`src/rtl/pipe_fetch_ctrl.sv`:
```
// PC / IF/ID owner for the 5-stage pipeline: fetch, stall hold, redirect flush, HALT drain.
// All state moves on the clk edge; imem_addr and idex_bubble are combinational; stall holds PC and IF/ID.
module pipe_fetch_ctrl #(
  parameter logic [15:0] RESET_PC     = 16'h0000,
  parameter logic [15:0] NOP_INSTR    = 16'h0800,
  parameter int          DRAIN_CYCLES = 3
) (
  input  logic        clk,
  input  logic        rst_n,
  input  logic        stall,
  input  logic        redirect,
  input  logic [15:0] redirect_pc,
  input  logic        halt_dec,
  input  logic [15:0] imem_data,
  output logic [15:0] imem_addr,
  output logic [15:0] ifid_instr,
  output logic [15:0] ifid_pc2,
  output logic        ifid_valid,
  output logic        idex_bubble,
  output logic        halted,
  output logic [15:0] stall_cnt,
  output logic [15:0] flush_cnt
);

  localparam int CW = (DRAIN_CYCLES > 1) ? $clog2(DRAIN_CYCLES) : 1;
  localparam logic [CW-1:0] DRAIN_LAST = CW'(DRAIN_CYCLES - 1);

  typedef enum logic [1:0] {ST_RUN, ST_DRAIN, ST_HALT} state_t;

  state_t        state, state_nxt;
  logic [15:0]   pc, pc_nxt, pc_plus2;
  logic [15:0]   instr_nxt, pc2_nxt;
  logic          valid_nxt;
  logic [CW-1:0] drain_cnt, drain_cnt_nxt;
  logic [15:0]   stall_cnt_nxt, flush_cnt_nxt;

  assign imem_addr   = pc;
  assign halted      = (state == ST_HALT);
  assign idex_bubble = stall | redirect | ~ifid_valid | (state != ST_RUN);
  assign pc_plus2    = pc + 16'd2;

  always_comb begin
    state_nxt     = state;
    pc_nxt        = pc;
    instr_nxt     = ifid_instr;
    pc2_nxt       = ifid_pc2;
    valid_nxt     = ifid_valid;
    drain_cnt_nxt = drain_cnt;
    stall_cnt_nxt = stall_cnt;
    flush_cnt_nxt = flush_cnt;
    case (state)
      ST_RUN: begin
        if (redirect) begin
          pc_nxt        = redirect_pc;
          instr_nxt     = NOP_INSTR;
          valid_nxt     = 1'b0;
          flush_cnt_nxt = (flush_cnt == 16'hFFFF) ? flush_cnt : flush_cnt + 16'd1;
        end else if (halt_dec && ifid_valid) begin
          // The HALT itself is squashed here; EX/MEM/WB finish while we drain.
          state_nxt     = ST_DRAIN;
          drain_cnt_nxt = '0;
          instr_nxt     = NOP_INSTR;
          valid_nxt     = 1'b0;
        end else if (stall) begin
          stall_cnt_nxt = (stall_cnt == 16'hFFFF) ? stall_cnt : stall_cnt + 16'd1;
        end else begin
          pc_nxt    = pc_plus2;
          instr_nxt = imem_data;
          pc2_nxt   = pc_plus2;
          valid_nxt = 1'b1;
        end
      end
      ST_DRAIN: begin
        if (drain_cnt == DRAIN_LAST) begin
          state_nxt = ST_HALT;
        end else begin
          drain_cnt_nxt = drain_cnt + 1'b1;
        end
      end
      ST_HALT: begin
        state_nxt = ST_HALT;
      end
      default: begin
        state_nxt = ST_RUN;
      end
    endcase
  end

  always_ff @(posedge clk) begin
    if (!rst_n) begin
      state      <= ST_RUN;
      pc         <= RESET_PC;
      ifid_instr <= NOP_INSTR;
      ifid_pc2   <= 16'h0000;
      ifid_valid <= 1'b0;
      drain_cnt  <= '0;
      stall_cnt  <= 16'h0000;
      flush_cnt  <= 16'h0000;
    end else begin
      state      <= state_nxt;
      pc         <= pc_nxt;
      ifid_instr <= instr_nxt;
      ifid_pc2   <= pc2_nxt;
      ifid_valid <= valid_nxt;
      drain_cnt  <= drain_cnt_nxt;
      stall_cnt  <= stall_cnt_nxt;
      flush_cnt  <= flush_cnt_nxt;
    end
  end

endmodule

```
`config.mk`:
```
export PLATFORM = sky130hd
export DESIGN_NAME = pipe_fetch_ctrl
export DESIGN_NICKNAME = d
export VERILOG_FILES = /design/src/rtl/pipe_fetch_ctrl.sv
export SDC_FILE = /design/constraint.sdc
export NUM_CORES = 1
export LEC_CHECK = 0
export BUFFER_PORTS_ARGS = -buffer_cell sky130_fd_sc_hd__buf_2
export CORE_ASPECT_RATIO = 1.25
export CORE_MARGIN = 1
export CORE_UTILIZATION = 43
export DETAILED_ROUTE_END_ITERATION = 12
export PLACE_DENSITY = 0.75
export SETUP_SLACK_MARGIN = 0.4
export SLEW_MARGIN = 20
export SYNTH_ARGS = -nofsm -noshare
export SYNTH_HDL_FRONTEND = slang
export SYNTH_SLANG_ARGS = --single-unit
```
`constraint.sdc`:
```
create_clock -name clk -period 2.47 [get_ports clk]
set_input_delay 0.247 -clock clk [delete_from_list [all_inputs] [get_ports clk]]
set_output_delay 0.247 -clock clk [all_outputs]
set_load 0.005 [all_outputs]
```
; ---- After elaboration in Yosys (flattened, before gate mapping)
; Index checks and enable logic that the tools add are counted.
[totals]
inputBits = 37
output_inout_bits = 83
word_cells = 61
reg_bits = 85
[op_classes]
n_mux = 17
bitwise_logic = 9
reduce_logical = 11
add_sub_neg = 4
eq_ne = 12
[ops]
columns = op, n
row1 = 2-to-1 mux 16 bit, 6
row2 = adder 16 x 1 -> 16 bit (second input constant), 2
row3 = equality test 16 bit (second input constant), 2
row4 = adder 16 x 2 -> 16 bit (second input constant), 1
row5 = 2-to-1 mux 2 bit, 6
row6 = != test 2 bit (second input constant), 5
row7 = AND reduction 3 bit, 3
row8 = AND reduction 4 bit, 2
row9 = NOT 1 bit, 6
row10 = case mux 2 bit (3 select lines), 1
row11 = AND reduction 5 bit, 1
row12 = equality test 2 bit (second input constant), 2
row13 = case mux 2 bit (2 select lines), 1
row14 = nonzero test 2 bit, 2
row15 = 2-to-1 mux 1 bit, 3
row16 = != test 3 x 1 -> 1 bit (second input constant), 1
row17 = OR 1 bit, 3
row18 = adder 2 x 1 -> 2 bit (second input constant), 1
row19 = equality test 2 x 1 -> 1 bit (second input constant), 1
row20 = logical NOT 2 bit, 1
row21 = != test 2 x 1 -> 1 bit (second input constant), 1
row22 = AND reduction 2 bit, 1
row23 = logical AND 1 bit, 1

; ---- Longest topological paths before layout
; Gate-level depths: netlist of run 1.
[logic_depth]
word_depth = 4
depth_mapped = 10
mapped_depth_nobuf = 6

; ---- Least setup slack after synthesis of run 1
; OpenSTA, ideal clock, no wires.
[synth_timing]
path_type = flip-flop to flip-flop
from = register pc[1] (netlist: imem_addr[1])
to = register pc[15] (netlist: imem_addr[15])
setup_slack_ns = 0.719
path_buffers = 1
period_less_slack_ns = 1.751
setup_ns = 0.062
t_required_ns = 2.408
path_stages_with_launch = 7
arrival_ns = 1.689
cell_sequence = dfxtp_1 ha_1 and3_1 clkbuf_2 nand3_1 or4_1 nand3_1
[synth_between]
elab_chain_len = 4
[synth_rtl]
columns = element, line_no
row1 = from (decl), 31  ; logic [15:0] pc, pc_nxt, pc_plus2;
row2 = from (signal assigned), 101  ; pc <= pc_nxt;
row3 = adder 16 x 2 -> 16 bit, 40  ; assign pc_plus2 = pc + 16'd2;
row4 = 2-to-1 mux 16 bit, 64  ; end else if (stall) begin
row5 = 2-to-1 mux 16 bit, 58  ; end else if (halt_dec && ifid_valid) begin
row6 = 2-to-1 mux 16 bit, 53  ; if (redirect) begin
; No other way between the ends. The select of a mux whose other input is x is not followed.
; A chain may end at the register's enable or synchronous reset.

; ---- Worst setup path in the final report of run 1
[layout_timing]
from = register state[0]
to = register flush_cnt[8]
[layout_between]
elab_chain_len = 2
[layout_rtl]
columns = element, line_no
row1 = from (decl), 30  ; state_t state, state_nxt;
row2 = from (signal assigned), 100  ; state <= state_nxt;
row3 = logical NOT 2 bit, 51  ; case (state)
row4 = AND reduction 3 bit (no line), -
row5 = to (signal assigned), 107  ; flush_cnt <= flush_cnt_nxt;
row6 = to (decl), 22  ; output logic [15:0] flush_cnt
; No other way between the ends.

==> impl_metrics.py, run 1 <==
metrics = {
    "timing": {
        "hold_viol_final": 0,
        "fmax_mhz": 517,
        "maxSlewViolCount": 0,
        "setup_violations": 0,
        "skew_ns": 0.00697,
        "worst_pin_slew_ns": 0.929,
        "timing.final.crit_period_ns": 1.94,
        "fin_setup_tns_ns": 0,
        "period_share_pct": 78.4,
        "slew_headroom_pct": 37.9,
        "rsz0062_at_grt": "true",
    },
    "die": {
        "die_w_um": 90.7,
        "die-area_um2": 10200,
        "row_count": 40,
        "start_util_pct": 44.2,
        "pin_count": 120,
        "die_h_um": 113,
        "core_um2": 9560,
    },
    "cts": {
        "post_cts_resized": 0,
        "cts.sinks": 85,
        "hold_buffers": 0,
        "max-clock-path-buffers": 2,
        "path_clk_slew_ns": 0.06,
        "cts_buffers": 9,
        "clock_tree.root_cell": "clkbuf_16",
        "insertion_delay_ns": 0.34,
        "cts_tree": "done",
        "htree_num_levels": 3,
        "post_cts_buffers": 0,
    },
    "power_and_ir_drop": {
        "p_seq_share_pct": 48.4,
        "irDropWorstVdd_v": 0.000402,
        "p_per_area_nw_per_um2": 585,
        "p_comb_share_pct": 10.1,
        "power_mw": 3.06,
        "clockPowerShare_pct": 41.6,
        "swShare_pct": 25.1,
        "internal_power_mw": 2.29,
        "p_switching_mw": 0.766,
        "p_leak_nw": 2.15,
    },
    "critical_path": {
        "path_buf_inv": 1,
        "critPathKind": "reg -> reg",
        "rr_startpoint": "state[0]$_SDFFE_PN0P_",
        "crit_chain": "inv_1, ha_1, and2_2, nand3_2, or4_1, a21oi_1",
        "r2r_cells": 6,
        "path_max_fanout": 9,
        "worstPathArrival_ns": 2.19,
        "path_delay_family": "simple AND/OR/NAND/NOR gates",
        "startpoint_type": "flip-flop",
        "cp.required_ns": 2.72,
        "setup.worst_path.start": "state[0]$_SDFFE_PN0P_",
        "crit_path_end_kind": "flip-flop",
        "critPathSlowestCell": "or4_1",
        "max_stage_delay_ns": 0.53,
        "critical_path_depth": 6,
    },
    "drt": {
        "dr.pass1.iters": 5,
        "drt-vias-per-instance": 5.63,
        "ant_nets": 0,
        "vias": 4124,
        "wl_per_cell_um": 15.0,
        "drt-total-wl_um": 11000,
        "drt_iter0_drc": 286,
        "drc_errors": 0,
    },
    "global_route": {
        "grt_pass1_wl_um": 18300,
        "first_global_vias": 3897,
        "grt_max_degree": 51,
        "antenna_found_initial": 0,
        "track_usage_pct": 22.0,
        "grt_overflow": 0,
    },
    "layout": {
        "area_growth_pct": 23.7,
        "final_nets": 646,
        "antenna_cells": 0,
        "fin_cells": 733,
        "fill_cells": 889,
        "seqCellArea_um2": 1700,
        "drive_gt1_share_pct": 26.5,
        "multi_input_area_um2": 2360,
    },
    "yosys": {
        "synth_top_cell_area_share_pct": 40.3,
        "synth.area.top_cells": "dfxtp_1, a21oi_1, nand2_1",
        "synth_cell_type_count": 59,
        "synth_area_um2": 4230,
        "synth_common_cells": "dfxtp_1, nand2_1, nor2_1, a21oi_1, o21ai_0",
        "synth.ff_latch_count": 85,
        "synth_area_leader_cell": "dfxtp_1",
        "yosysWarningCount": 0,
        "synth-async-reset-ratio_pct": 0,
        "synth-edff-count": 0,
        "yosysMostFrequentCell": "dfxtp_1",
        "synth_seq_area_share_pct": 40.3,
        "post_synth.cell_area_avg_um2": 8.55,
        "dominantRegCellSynth": "dfxtp_1",
        "synth_nets": 538,
        "synth_cells": 494,
    },
    "placed_design": {
        "dp.cells": 717,
        "hpwl_um": 7680,
        "port_buffers": 119,
        "gp_congestion": 0.843,
    },
    "outcome": {
        "status": "complete, no violations",
    },
    "min_path": {
        "worst_hold_path_type": "in -> reg",
        "min_from": "imem_data[9]",
        "whs_path_depth": 3,
    },
    "run": {
        "cap_viol_max_count": 0,
    },
}
## sequential cells by signal, indices dropped and copies added (netlist names)
signal,cells
flush_cnt,16
ifid_instr,16
ifid_pc2,16
imem_addr,16
stall_cnt,16
drain_cnt,2
state,2
ifid_valid,1
## worst paths after layout
kind                                endpoint  slack, ns
setup / recovery   flush_cnt[8]$_SDFFE_PN0P_       0.53
hold / removal    ifid_instr[9]$_SDFFE_PN0P_       0.16
setup reg to reg   flush_cnt[8]$_SDFFE_PN0P_       0.53
hold reg to reg   flush_cnt[12]$_SDFFE_PN0P_       0.49
## layout make-up
cell class	instances	share of cell area (%)
Clock inverter	4	0.431
Sequential cell	85	32.6
Clock buffer	12	4.91
Inverter	15	1.08
Timing Repair Buffer	128	12.8
Multi-Input combinational cell	363	45.2
Tap cell	126	3.02
## cell usage in the layout, fill, tap and decap left out, types with 8 or more instances in the layout
master       n
o41ai_1      9
mux2i_1     16
buf_4        8
or3_1        9
nand2_1     43
or4_1       10
a21oi_1     37
nor2b_1      8
nand4_1      9
inv_1       14
clkbuf_16    9
buf_2      119
o21ai_0     28
dfxtp_1     85
nor2_1      41
a22oi_1     19
xnor2_1      8
nand3_1     18
o31ai_1      9
a211oi_1     8
## cells by family after synthesis
logic type               share of synthesized area [%]
AND/OR/NAND/NOR                                   25.4
multiplexers                                      3.79
flip-flops                                        40.3
XOR/XNOR                                          2.49
AO/OA/AOI/OAI                                     21.3
buffers and inverters                             4.68
adder cells (fa/ha/maj)                           2.07
## per-layer routing
metal  vias up  GRT usage, %  share of wire, %
li1       2048             -                 -
met1      1909          27.4                44
met2       152          36.1                47
met3        15          5.65               7.3
met4         0          9.35               1.9
met5         -             0                 0
## worst reg2reg max path, cell delays in order (launching register included)
cell and delay, ns:
dfxtp_1 0.32, inv_1 0.09, ha_1 0.24, and2_2 0.29
nand3_2 0.19, or4_1 0.53, a21oi_1 0.17
## power by group through the flow
stage | combinational (mW) | sequential [mW] | clock, mW
floorplan | 0.186 | 1.50 | 0
global placement | 0.297 | 1.50 | 0
detailed placement | 0.304 | 1.51 | 0
CTS | 0.306 | 1.48 | 1.30
global route | 0.345 | 1.49 | 1.36
finish | 0.308 | 1.48 | 1.27
## per-stage QoR
step	hold slack (ns)	util (%)	cell area [µm²]	setup WS [ns]
after detailed placement	0.479	51.3	4900	0.448
after global routing	0.155	54.7	5230	0.397
after global placement	0.468	51.3	4900	0.513
final	0.158	54.7	5230	0.534
after floorplan	0.383	-	4230	0.719
after CTS	0.147	54.2	5180	0.417
No activity file was read; power rests on OpenSTA's default activity.
==> inputs of run 2 (changes only) <==
Settings changed: ABC_AREA set to 1, PLACE_DENSITY 0.75 to 0.74.
Clock period 2.47 ns to 1.8 ns, I/O delays scaled along.
==> run 2 against run 1 <==
Effect of this change:
- wire length grew 31%
- combinational power rose to 7.5 times the previous value
- clock-buffer cell count shrank 1
- critical path depth increased by 3
- design area is 24% higher
- non-clock buffer count increased by 41
- hold slack lost 0.077 ns
- clock skew down 0.00080 ns
- critical path type unchanged
==> impl_metrics.py, run 2 <==
metrics = {
    "placed_design": {
        "port_buffers": 119,
        "dp.cells": 912,
        "place_ws_ns": 0.0560,
        "gp_congestion": 0.912,
        "placed_area_um2": 5240,
        "hpwl_um": 8970,
    },
    "layout": {
        "final_cell_mix": "nand2_1, buf_2, nor2_1, dfxtp_1, a21oi_1",
        "final_common_cell": "nand2_1",
        "area_growth_pct": 45.7,
        "final_nets": 873,
        "fin_area_um2": 6450,
        "drive_gt1_share_pct": 38.5,
        "fin_cells": 963,
        "antenna_cells": 0,
        "utilization_pct": 64.2,
    },
    "power_and_ir_drop": {
        "p_per_area_nw_per_um2": 1040,
        "irDropWorstVdd_v": 0.000701,
        "power_mw": 6.73,
        "p_leak_nw": 2.81,
    },
    "critical_path": {
        "crit_path_frequent_cell": "nand2_1",
        "crit_path_end_kind": "flip-flop",
        "critPathKind": "reg -> reg",
        "worstPathArrival_ns": 1.75,
        "cp.required_ns": 2.03,
        "path_max_fanout": 6,
        "path_delay_family": "simple AND/OR/NAND/NOR gates",
        "critPathSlowestCell": "dfxtp_2",
        "path_buf_inv": 2,
        "startpoint_type": "flip-flop",
        "max_stage_delay_ns": 0.39,
        "crit_chain": "nand2_1, nor2_2, nand4_1, buf_6, buf_6, nand3_2, nand2_1, nand2_1, nor2_1",
    },
    "min_path": {
        "worst_hold_path_type": "in -> reg",
    },
    "global_route": {
        "grt_max_degree": 40,
        "first_global_vias": 4613,
        "antenna_found_initial": 0,
        "grt_overflow": 0,
        "track_usage_pct": 24.1,
        "grt_pass1_wl_um": 20800,
    },
    "timing": {
        "skew_ns": 0.00617,
        "hold_viol_final": 0,
        "worst_pin_slew_ns": 0.398,
        "setup_violations": 0,
        "maxSlewViolCount": 0,
        "slew_headroom_pct": 73.4,
        "fmax_mhz": 657,
        "rsz0062_at_grt": "true",
        "period_share_pct": 84.6,
        "hold-worst-slack_ns": 0.0809,
        "fin_ws_ns": 0.278,
        "timing.final.crit_period_ns": 1.52,
        "fin_setup_tns_ns": 0,
    },
    "yosys": {
        "post_synth.cell_area_avg_um2": 6.59,
        "synth-async-reset-ratio_pct": 0,
        "yosysMostFrequentCell": "nand2_1",
        "synth_top_cell_area_share_pct": 38.4,
        "dominantRegCellSynth": "dfxtp_1",
        "synth_seq_area_share_pct": 38.4,
        "synth_area_um2": 4430,
        "synth.area.top_cells": "dfxtp_1, nand2_1, nor2_1",
        "synth_area_leader_cell": "dfxtp_1",
        "yosysWarningCount": 0,
        "synth-edff-count": 0,
        "synth_common_cells": "nand2_1, dfxtp_1, nor2_1, a21oi_1, inv_1",
        "synth_cell_type_count": 34,
        "synth_nets": 716,
        "synth.ff_latch_count": 85,
        "synth_cells": 672,
    },
    "drt": {
        "dr.pass1.iters": 6,
        "wl_per_cell_um": 14.9,
        "drc_errors": 0,
        "vias": 5175,
        "drt-total-wl_um": 14400,
        "drt-vias-per-instance": 5.37,
        "drt_iter0_drc": 258,
        "ant_nets": 0,
    },
    "cts": {
        "clock_tree.root_cell": "clkbuf_16",
        "htree_num_levels": 3,
        "hold_buffers": 0,
        "path_clk_slew_ns": 0.06,
        "cts_buffers": 9,
        "max-clock-path-buffers": 2,
        "cts_tree": "done",
        "insertion_delay_ns": 0.34,
        "cts.sinks": 85,
    },
    "outcome": {
        "status": "complete, no violations",
    },
    "die": {
        "pin_count": 120,
        "die_w_um": 92.8,
        "row_count": 41,
        "die_h_um": 115,
        "core_um2": 10100,
        "start_util_pct": 44.1,
        "die-area_um2": 10700,
    },
    "run": {
        "cap_viol_max_count": 0,
    },
}
## run 2: changes by cell type in the layout (fill, tap and decap cells not counted), sizes merged, moves of 28 or more
cell   change
nand2    +159
nor2      +52
inv       +47
buf       +38
a21oi     +28
nand3     +28
## run 2: worst min-delay path, delay by kind of cell
| family | cells | cell delay [ns] |
|---|---|---|
| buffers and inverters | 1 | 0.09 |
| and+or+nand+nor | 1 | 0.05 |
| AOI/OAI and AO/OA | 1 | 0.05 |
## run 2: where the power goes
group	internal (mW)	total [mW]	switching, mW
registers	2.15	2.40	0.256
clock network	1.26	2.03	0.771
logic	1.01	2.30	1.29
total	4.41	6.73	2.32
## run 2: path summary, 6_finish.rpt
path | from | to | slack (ns) | cells past startpoint
hold reg to reg | ifid_instr[9]$_SDFFE_PN0P_ | ifid_instr[9]$_SDFFE_PN0P_ | 0.46 | 2
setup reg to reg | flush_cnt[9]$_SDFFE_PN0P_ | flush_cnt[11]$_SDFFE_PN0P_ | 0.28 | 9
hold / removal | imem_data[2] | ifid_instr[2]$_SDFFE_PN0P_ | 0.08 | 3
setup / recovery | flush_cnt[9]$_SDFFE_PN0P_ | flush_cnt[11]$_SDFFE_PN0P_ | 0.28 | 9
## run 2: layer usage
layer | global-route usage, % | share of wire, %
met3 | 4.27 | 6.6
met2 | 43.1 | 51
met5 | 0 | 0
met1 | 28.5 | 39
met4 | 9.23 | 2.9
## run 2: logic make-up after synthesis
kind of cell    count (synthesis)  share of synthesized area, %
fa+ha+maj                       7                          1.98
flops                          85                          38.4
buf+inv                        88                          8.16
xor+xnor                       12                          2.37
compound gates                119                          14.5
simple gates                  361                          34.6
## run 2: cell type report
class / instances / area (µm²)
Fill cell: 863 / 3600
Multi-Input combinational cell: 501 / 2850
Sequential cell: 85 / 1750
Timing Repair Buffer: 169 / 1100
Inverter: 62 / 260
Clock buffer: 11 / 243
Tap cell: 129 / 161
Clock inverter: 5 / 83.8
Timing Repair inverter: 1 / 5.00
## run 2: what timing repair did
action                                  CTS  global route
resized for setup                        50           128
buffers inserted                         14            12
pin swaps                                12            29
endpoints found under the setup margin   78            66
gates cloned                              3             6
==> inputs of run 3 (changes only) <==
Clock period 1.8 ns to 1.56 ns, I/O delays scaled along.
==> run 3 against run 2 <==
Effect of this change:
- the run now ends with setup timing left
- design area rose by 5.3%
- via count grew 1.4%
- flip-flop and latch count unchanged
- hold slack got worse by 0.015 ns
- clock power is 5% lower
- critical path depth increased by 2
- clock skew up 0.0076 ns
- register-to-register slack got worse by 0.28 ns
- maximum frequency fell by 2.6%
- largest cell class unchanged
- largest power group is now combinational cells
==> impl_metrics.py, run 3 (synthesized netlist as in run 2, its figures left out) <==
metrics = {
    "outcome": {
        "status": "finished with violations",
        "violations": "setup timing",
    },
    "layout": {
        "drive_gt1_share_pct": 43.6,
        "final_nets": 889,
        "antenna_cells": 0,
        "area_growth_pct": 53.4,
        "fill_cells": 797,
        "fin_area_um2": 6800,
        "final_common_cell": "nand2_1",
        "utilization_pct": 67.6,
        "final_cell_mix": "nand2_1, buf_2, nor2_1, dfxtp_1, inv_1",
        "seqCellArea_um2": 1750,
        "multi_input_area_um2": 3020,
    },
    "drt": {
        "drt-total-wl_um": 15000,
        "drt_iter0_drc": 257,
        "drt-vias-per-instance": 5.36,
        "wl_per_cell_um": 15.4,
        "ant_nets": 0,
        "drc_errors": 0,
        "vias": 5249,
        "dr.pass1.iters": 4,
    },
    "global_route": {
        "track_usage_pct": 25.8,
        "antenna_found_initial": 0,
        "grt_max_degree": 40,
        "grt_overflow": 0,
        "grt_pass1_wl_um": 22000,
        "met2_usage_pct": 47.0,
        "grt_use_met3_pct": 5.38,
        "grtUsageMet1_pct": 28.8,
        "busiest_layer": "met2",
        "first_global_vias": 4835,
    },
    "timing": {
        "fin_ws_ns": -0.00328,
        "period_share_pct": 100,
        "rsz0062_at_grt": "true",
        "fmax_mhz": 640,
        "timing.final.crit_period_ns": 1.56,
        "maxSlewViolCount": 0,
        "slew_headroom_pct": 66.8,
        "setup_violations": 1,
        "hold_viol_final": 0,
        "skew_ns": 0.0138,
        "worst_pin_slew_ns": 0.499,
    },
    "placed_design": {
        "hpwl_um": 9380,
        "gp_congestion": 0.877,
        "port_buffers": 119,
        "placed_area_um2": 5530,
    },
    "critical_path": {
        "crit_path_frequent_cell": "buf_12",
        "crit_chain": "inv_4, ha_4, nand2_4, nor2_4, buf_12, buf_12, buf_6, nor2_2, nor2_1, nand2_1, inv_1",
        "startpoint_type": "flip-flop",
        "crit_path_end_kind": "flip-flop",
        "critPathSlowestCell": "dfxtp_2",
        "worstPathArrival_ns": 1.85,
        "path_max_fanout": 7,
        "max_stage_delay_ns": 0.34,
        "cp.required_ns": 1.84,
        "critPathKind": "reg -> reg",
    },
    "power_and_ir_drop": {
        "irDropWorstVdd_v": 0.000811,
        "p_comb_share_pct": 41.4,
        "p_seq_share_pct": 34.9,
        "clockPowerShare_pct": 23.8,
        "p_per_area_nw_per_um2": 1190,
        "p_switching_mw": 2.99,
        "internal_power_mw": 5.12,
        "p_leak_nw": 2.95,
        "swShare_pct": 36.8,
        "power_mw": 8.11,
    },
    "cts": {
        "path_clk_slew_ns": 0.07,
        "htree_num_levels": 3,
        "insertion_delay_ns": 0.34,
        "cts.sinks": 85,
        "cts_tree": "done",
        "hold_buffers": 0,
        "clock_tree.root_cell": "clkbuf_16",
        "max-clock-path-buffers": 2,
        "cts_buffers": 9,
    },
    "die": {
        "start_util_pct": 44.1,
        "die_w_um": 92.8,
        "die_h_um": 115,
        "row_count": 41,
        "pin_count": 120,
        "core_um2": 10100,
        "die-area_um2": 10700,
    },
    "run": {
        "cap_viol_max_count": 0,
    },
    "min_path": {
        "worst_hold_path_type": "in -> reg",
    },
}
## run 3: cell types whose count changed in the layout (fill, tap and decap cells not counted), moves of 7 or more
cell,change
a21oi_1,-10
dfxtp_2,-8
buf_6,+11
nand2_1,-12
o21ai_1,-10
buf_4,+7
o21ai_2,+14
nand2_2,+11
dfxtp_1,+7
a21oi_2,+9
## run 3: area by class of cell
type	count	area share, %
multi-input combinational	499	44.5
sequential	85	25.7
timing repair buffer	188	19.8
inverter	62	3.87
clock buffer	10	3.37
tap	129	2.37
clock inverter	6	0.442
## run 3: power by group through the flow
| stage | registers [mW] | logic [mW] | clock network (mW) |
|---|---|---|---|
| global placement | 2.81 | 1.93 | 0 |
| floorplan | 2.79 | 1.33 | 0 |
| CTS | 2.78 | 2.55 | 1.97 |
| global route | 2.87 | 3.60 | 2.04 |
| finish | 2.83 | 3.36 | 1.93 |
| detailed placement | 2.82 | 1.99 | 0 |
## run 3: path summary, 6_finish.rpt
check	startpoint	endpoint	slack (ns)	depth (start not counted)
setup / recovery	state[0]$_SDFFE_PN0P_	ifid_pc2[13]$_SDFFE_PN0P_	-0.003	11
hold reg to reg	ifid_instr[14]$_SDFFE_PN0P_	ifid_instr[14]$_SDFFE_PN0P_	0.47	2
setup reg to reg	state[0]$_SDFFE_PN0P_	ifid_pc2[13]$_SDFFE_PN0P_	-0.003	11
hold / removal	imem_data[15]	ifid_instr[15]$_SDFFE_PN0P_	0.07	3
## run 3: timing repair
item                                   CTS  global route
pin swaps                               31            37
setup buffers                           20            12
cloned                                   5             2
resized for setup                       60           128
setup endpoints to repair               86            87
endpoints found under the hold margin    0             0
## run 3: through the flow
stage,instances,setup TNS (ns),hold WS [ns],setup WS [ns]
floorplan,672,0,0.304,0.254
global placement,924,0,0.411,0.113
detailed placement,924,0,0.417,0.0549
CTS,965,0,0.0547,0.115
global route,979,-0.126,0.0710,-0.0404
finish,979,-0.00328,0.0657,-0.00328
## run 3: worst max-delay path, delay by kind of cell (launching register included)
kind,cells,cell delay (ns)
AND/OR/NAND/NOR,5,0.45
adder cells (fa/ha/maj),1,0.19
flip-flops,1,0.34
buffers and inverters,5,0.51
## run 3: per-layer routing
layer  routed length [µm]  vias up
met5                    0        -
met4                  501        0
met3                  809       49
met2                 8030      210
met1                 5690     2472
li1                     -     2518
